==> src/rtl/user_gpio_pkg.sv <==
// Shared definitions for the user GPIO Wishbone controller: register map,
// reset values and the byte-lane merge helper.
package user_gpio_pkg;

    localparam logic [7:0] REG_OUT  = 8'h00;
    localparam logic [7:0] REG_OEB  = 8'h04;
    localparam logic [7:0] REG_IN   = 8'h08;
    localparam logic [7:0] REG_EDGE = 8'h0C;
    localparam logic [7:0] REG_EN   = 8'h10;
    localparam logic [7:0] REG_STAT = 8'h14;
    localparam logic [7:0] REG_OVF  = 8'h18;

    localparam logic [31:0] RST_OUT  = 32'h0000_0000;
    localparam logic [31:0] RST_OEB  = 32'hFFFF_FFFF;
    localparam logic [31:0] RST_EDGE = 32'h0000_0000;
    localparam logic [31:0] RST_EN   = 32'h0000_0000;

    // Lane n of the result comes from new_v when sel[n] is set, else from old_v.
    function automatic logic [31:0] wb_bytemask(input logic [3:0]  sel,
                                                input logic [31:0] old_v,
                                                input logic [31:0] new_v);
        logic [31:0] res;
        res = old_v;
        for (int n = 0; n < 4; n++) begin
            if (sel[n]) res[n*8 +: 8] = new_v[n*8 +: 8];
        end
        return res;
    endfunction

endpackage

==> src/rtl/gpio_edge_sync.sv <==
// Pad-input synchroniser with a trailing prev flop; reports the selected
// edge (rising or falling per pin) as a single-cycle pulse.
module gpio_edge_sync #(
    parameter int W   = 27,
    parameter int STG = 2
) (
    input  logic         i_clk,
    input  logic         i_rst,
    input  logic [W-1:0] i_pin,
    input  logic [W-1:0] i_edge_sel,
    output logic [W-1:0] o_sync,
    output logic [W-1:0] o_edge
);

    logic [W-1:0] r_sync [STG];
    logic [W-1:0] r_prev;
    logic [W-1:0] w_rise;
    logic [W-1:0] w_fall;

    always_ff @(posedge i_clk) begin
        if (i_rst) begin
            for (int k = 0; k < STG; k++) r_sync[k] <= '0;
            r_prev <= '0;
        end else begin
            r_sync[0] <= i_pin;
            for (int k = 1; k < STG; k++) r_sync[k] <= r_sync[k-1];
            r_prev <= r_sync[STG-1];
        end
    end

    // Detection looks only at sync/prev, so flipping the sense on a static pin is silent.
    assign w_rise = r_sync[STG-1] & ~r_prev;
    assign w_fall = ~r_sync[STG-1] & r_prev;
    assign o_sync = r_sync[STG-1];
    assign o_edge = (w_rise & ~i_edge_sel) | (w_fall & i_edge_sel);

endmodule

==> src/rtl/user_gpio_wb_ctrl.sv <==
// Wishbone register slave for the user GPIOs: output/enable registers,
// synchronised input readback, sticky edge flags and interrupt reduction.
module user_gpio_wb_ctrl
    import user_gpio_pkg::*;
#(
    parameter logic [31:0] BASE_ADDR = 32'h3000_0000,
    parameter int          NGPIO     = 27,
    parameter int          SYNC_STG  = 2
) (
    input  logic             wb_clk_i,
    input  logic             wb_rst_i,
    input  logic             wbs_stb_i,
    input  logic             wbs_cyc_i,
    input  logic             wbs_we_i,
    input  logic [3:0]       wbs_sel_i,
    input  logic [31:0]      wbs_dat_i,
    input  logic [31:0]      wbs_adr_i,
    output logic             wbs_ack_o,
    output logic [31:0]      wbs_dat_o,
    input  logic [NGPIO-1:0] io_in,
    output logic [NGPIO-1:0] io_out,
    output logic [NGPIO-1:0] io_oeb,
    output logic [2:0]       user_irq
);

    logic [NGPIO-1:0] r_out, r_oeb, r_edge, r_en, r_stat, r_ovf;
    logic             r_ack;
    logic [31:0]      r_dat;
    logic [2:0]       r_irq;

    logic             w_hit, w_req, w_wr;
    logic [7:0]       w_off;
    logic [31:0]      w_rdata;
    logic [31:0]      w_se;
    logic [NGPIO-1:0] w_sync, w_edge, w_stat_clr, w_ovf_clr;

    function automatic logic [31:0] ext(input logic [NGPIO-1:0] v);
        logic [31:0] res;
        res = '0;
        res[NGPIO-1:0] = v;
        return res;
    endfunction

    gpio_edge_sync #(.W(NGPIO), .STG(SYNC_STG)) u_sync (
        .i_clk      (wb_clk_i),
        .i_rst      (wb_rst_i),
        .i_pin      (io_in),
        .i_edge_sel (r_edge),
        .o_sync     (w_sync),
        .o_edge     (w_edge)
    );

    // A request is never raised while ack is high, so a held strobe takes two cycles per access.
    assign w_hit = (wbs_adr_i[31:8] == BASE_ADDR[31:8]);
    assign w_req = wbs_cyc_i & wbs_stb_i & w_hit & ~r_ack;
    assign w_wr  = w_req & wbs_we_i;
    assign w_off = wbs_adr_i[7:0] & 8'hFC;

    assign w_stat_clr = (w_wr && w_off == REG_STAT) ?
                        NGPIO'(wb_bytemask(wbs_sel_i, 32'h0, wbs_dat_i)) : '0;
    assign w_ovf_clr  = (w_wr && w_off == REG_OVF) ?
                        NGPIO'(wb_bytemask(wbs_sel_i, 32'h0, wbs_dat_i)) : '0;
    assign w_se       = ext(r_stat & r_en);

    always_comb begin
        w_rdata = '0;
        case (w_off)
            REG_OUT:  w_rdata = ext(r_out);
            REG_OEB:  w_rdata = ext(r_oeb);
            REG_IN:   w_rdata = ext(w_sync);
            REG_EDGE: w_rdata = ext(r_edge);
            REG_EN:   w_rdata = ext(r_en);
            REG_STAT: w_rdata = ext(r_stat);
            REG_OVF:  w_rdata = ext(r_ovf);
            default:  w_rdata = '0;
        endcase
    end

    always_ff @(posedge wb_clk_i) begin
        if (wb_rst_i) begin
            r_out  <= NGPIO'(RST_OUT);
            r_oeb  <= NGPIO'(RST_OEB);
            r_edge <= NGPIO'(RST_EDGE);
            r_en   <= NGPIO'(RST_EN);
            r_stat <= '0;
            r_ovf  <= '0;
            r_ack  <= 1'b0;
            r_dat  <= '0;
            r_irq  <= '0;
        end else begin
            r_ack <= w_req;
            r_dat <= (w_req && !wbs_we_i) ? w_rdata : '0;
            if (w_wr) begin
                case (w_off)
                    REG_OUT:  r_out  <= NGPIO'(wb_bytemask(wbs_sel_i, ext(r_out), wbs_dat_i));
                    REG_OEB:  r_oeb  <= NGPIO'(wb_bytemask(wbs_sel_i, ext(r_oeb), wbs_dat_i));
                    REG_EDGE: r_edge <= NGPIO'(wb_bytemask(wbs_sel_i, ext(r_edge), wbs_dat_i));
                    REG_EN:   r_en   <= NGPIO'(wb_bytemask(wbs_sel_i, ext(r_en), wbs_dat_i));
                    default:  ;
                endcase
            end
            // New edges are OR-ed in after the clear, so a same-cycle set beats W1C.
            r_stat <= (r_stat & ~w_stat_clr) | w_edge;
            r_ovf  <= (r_ovf & ~w_ovf_clr) | (w_edge & r_stat);
            r_irq  <= {|r_ovf, |w_se[31:14], |w_se[13:0]};
        end
    end

    assign wbs_ack_o = r_ack;
    assign wbs_dat_o = r_dat;
    assign io_out    = r_out;
    assign io_oeb    = r_oeb;
    assign user_irq  = r_irq;

endmodule

==> config.mk <==
export PLATFORM = sky130hd
export DESIGN_NAME = user_gpio_wb_ctrl
export DESIGN_NICKNAME = d
export VERILOG_FILES = /design/src/rtl/user_gpio_pkg.sv /design/src/rtl/gpio_edge_sync.sv /design/src/rtl/user_gpio_wb_ctrl.sv
export SDC_FILE = /design/constraint.sdc
export NUM_CORES = 1
export LEC_CHECK = 0
export BUFFER_PORTS_ARGS = -buffer_cell sky130_fd_sc_hd__buf_2
export CORE_ASPECT_RATIO = 1.2
export CORE_MARGIN = 2
export CORE_UTILIZATION = 57
export DETAILED_ROUTE_END_ITERATION = 10
export GPL_ROUTABILITY_DRIVEN = 0
export PLACE_DENSITY = 0.88
export SLEW_MARGIN = 25
export SYNTH_ARGS = -nofsm -noshare
export SYNTH_HDL_FRONTEND = slang
export SYNTH_HIERARCHICAL = 1
export SYNTH_SLANG_ARGS = --single-unit
==> constraint.sdc <==
create_clock -name wb_clk_i -period 2.97 [get_ports wb_clk_i]
set_clock_uncertainty 0.1 [all_clocks]
set_input_delay 0.297 -clock wb_clk_i [delete_from_list [all_inputs] [get_ports wb_clk_i]]
set_output_delay 0.297 -clock wb_clk_i [all_outputs]
set_load 0.02 [all_outputs]
==> flow_metrics.env <==
export IMPL_outcome="completed"
export IMPL_r2r_slack_ps=950
export IMPL_synthTopCellsByCount="dfxtp_1 (274), nand2b_1 (135), mux2i_1 (116)"
export IMPL_fmax_ghz=0.435
export IMPL_cts_num_sinks=274
export IMPL_path_cells="buf_2, or4_1, or4_1, buf_4, o31ai_1, a21oi_1"
export IMPL_synth_warnings=6
export IMPL_top_register="u_sync/r_sync"
export IMPL_crit_top_cell="or4_1"
export IMPL_min_path_type="in2reg"
export IMPL_period_share_pct=77.3
export IMPL_relSlewSlack_pct=32.2
export IMPL_fp_coreArea_sq_mm=0.0203
export IMPL_finalSetupViolCount=0
export IMPL_crit_required_ps=3230
export IMPL_first_pass_iters=7
export IMPL_cp_slowest_cell="or4_1"
export IMPL_num_rows=57
export IMPL_synth_flop_cell="dfxtp_1"
export IMPL_largest_reg_flops=54
export IMPL_cts_tree="built"
export IMPL_drt_wl_total_mm=34.9
export IMPL_drc_errors=0
export IMPL_powerDensity_mw_per_mm2=547
export IMPL_end_kind="flop"
export IMPL_cp_data_arrival_time_ps=2560
export IMPL_cts_buffers=27
export IMPL_routedWlPerCell_um=20.4
export IMPL_dieHeight_um=162
export IMPL_drv_cap=0
export IMPL_power_leakage_nw=5.60
export IMPL_tightest_slew_ps=1020
export IMPL_synth_area_leaders="dfxtp_1 (46%), mux2i_1 (9.8%), nand2b_1 (7.1%)"
export IMPL_cts_resized=0
export IMPL_start_kind="primary input"
export IMPL_grt_ovfl_total=0
export IMPL_grt_pass1_wl_mm=53.2
export IMPL_synthesis_area_sq_mm=0.0119
export IMPL_path_clk_slew_ps=60
export IMPL_clock_path_buffers=3
export IMPL_ios=190
export IMPL_netlist_area_leader_share_pct=46.1
export IMPL_path_max_fanout=9
export IMPL_drt_vias_per_instance=6.18
export IMPL_grt_pass1_vias=10277
export IMPL_io_buffers=177
export IMPL_grt_antenna_before_repair=1
export IMPL_finalNetCount=1529
export IMPL_ir_drop_mv=0.411
export IMPL_dieArea_sq_mm=0.0220
export IMPL_synth_largest_area_cell="dfxtp_1"
export IMPL_route_vias_total=10588
export IMPL_synth_area_per_cell_sq_um=9.56
export IMPL_dp_hpwl_mm=23.2
export IMPL_synth_most_common_cell="dfxtp_1"
export IMPL_initial_utilization_pct=58.5
export IMPL_insertedDiodeCount=0
export IMPL_drt_iter0_markers=1325
export IMPL_ys_ff_latch=274
export IMPL_critPathTopFamily="simple AND/OR/NAND/NOR gates"
export IMPL_synth_cell_types=42
export IMPL_cts_root_buf="clkbuf_16"
export IMPL_fill_cells=1486
export IMPL_maxSlewViolCount=0
export IMPL_htree_num_levels=1
export IMPL_path_buf_inv=2
export IMPL_grt_max_degree=112
export IMPL_fin_setup_tns_ps=0
export IMPL_crit_type="in2reg"
export IMPL_synth_async_sr_flop_share_pct=0
export IMPL_period_needed_ps=2300
export IMPL_syn_inst=1244
export IMPL_yosysSeqAreaShare_pct=46.1
export IMPL_utilization_pct=70.0
export IMPL_clkLatencyLatePin_ps=530
export IMPL_critical_path_max_stage_delay_ps=800
export IMPL_track_usage_pct=30.7
export IMPL_finalHoldViolCount=0
export IMPL_drive_gt1_share_pct=20.0
export IMPL_drtAntennaViolNets=0
export IMPL_rsz0062_at_grt="false"
export IMPL_synth_edf_count=0
export IMPL_die_w_um=136
export IMPL_syn2layout_area_growth_pct=19.7
-- where the power goes --
| group | internal [mW] | leakage [nW] | switching, mW |
|---|---|---|---|
| sequential | 3.75 | 2.23 | 0.0553 |
| combinational | 0.230 | 2.93 | 0.270 |
| clock | 2.07 | 0.449 | 1.40 |
| total | 6.05 | 5.60 | 1.73 |
-- metal layers --
layer	vias to the layer above	routed length (um)	global-route usage, %
li1	4779	-	-
met1	4941	12800	36.9
met2	684	16800	52.2
met3	182	3340	5.34
met4	2	1890	16.5
met5	-	13	0
-- layout by cell type (no fill, tap or decap), types with 35 or more instances in the layout --
| cell | instances |
|---|---|
| a22oi_1 | 53 |
| dfxtp_1 | 274 |
| dlygate4sd3_1 | 42 |
| nand2b_1 | 135 |
| nor2_1 | 89 |
| mux2i_1 | 116 |
| nand2_1 | 75 |
| a21oi_1 | 35 |
| nand3_1 | 40 |
| buf_4 | 41 |
| buf_2 | 176 |
| nor2b_1 | 109 |
-- cell type report --
type / count / area (sq um) / share of cell area [%]
clock inverter: 5 / 86.3 / 0.607
timing repair buffer: 264 / 1700 / 12.0
tap: 265 / 332 / 2.33
sequential: 274 / 5490 / 38.6
clock buffer: 43 / 826 / 5.80
multi-input combinational: 862 / 5800 / 40.8
-- what timing repair did --
action,CTS,global route
hold buffers,42,0
setup buffers,0,0
endpoints found under the hold margin,42,0
-- kinds of logic after synthesis --
group           synth area share (%)
simple gates                    23.1
flops                           46.1
compound gates                  13.7
mux                             11.7
buf+inv                         5.35
other cells                   0.0315
-- final timing paths --
| path | end | depth (start not counted) | start |
|---|---|---|---|
| setup / recovery | r_ovf[5] | 6 | wbs_adr_i[23] |
| hold / removal | io_oeb[5] | 3 | wbs_dat_i[5] |
| setup reg to reg | io_oeb[2] | 6 | wbs_ack_o |
| hold reg to reg | u_sync/r_sync[0][44] | 1 | u_sync/r_sync[0][17] |
-- per-stage QoR --
stage	power, mW	hold WS (ps)	worst slack, ps	area, sq um	cells
floorplan	4.17	314	474	11900	1248
global placement	4.31	317	276	12900	1623
detailed placement	4.32	323	224	12900	1623
CTS	7.78	5.16	722	14200	1713
global route	8.00	9.17	586	14200	1713
finish	7.78	11.4	673	14200	1713
-- worst min-delay path, stage by stage --
cell and delay [ps]:
buf_2 130, nor2_1 50, mux2i_1 120
No activity file was read; power rests on OpenSTA's default activity.
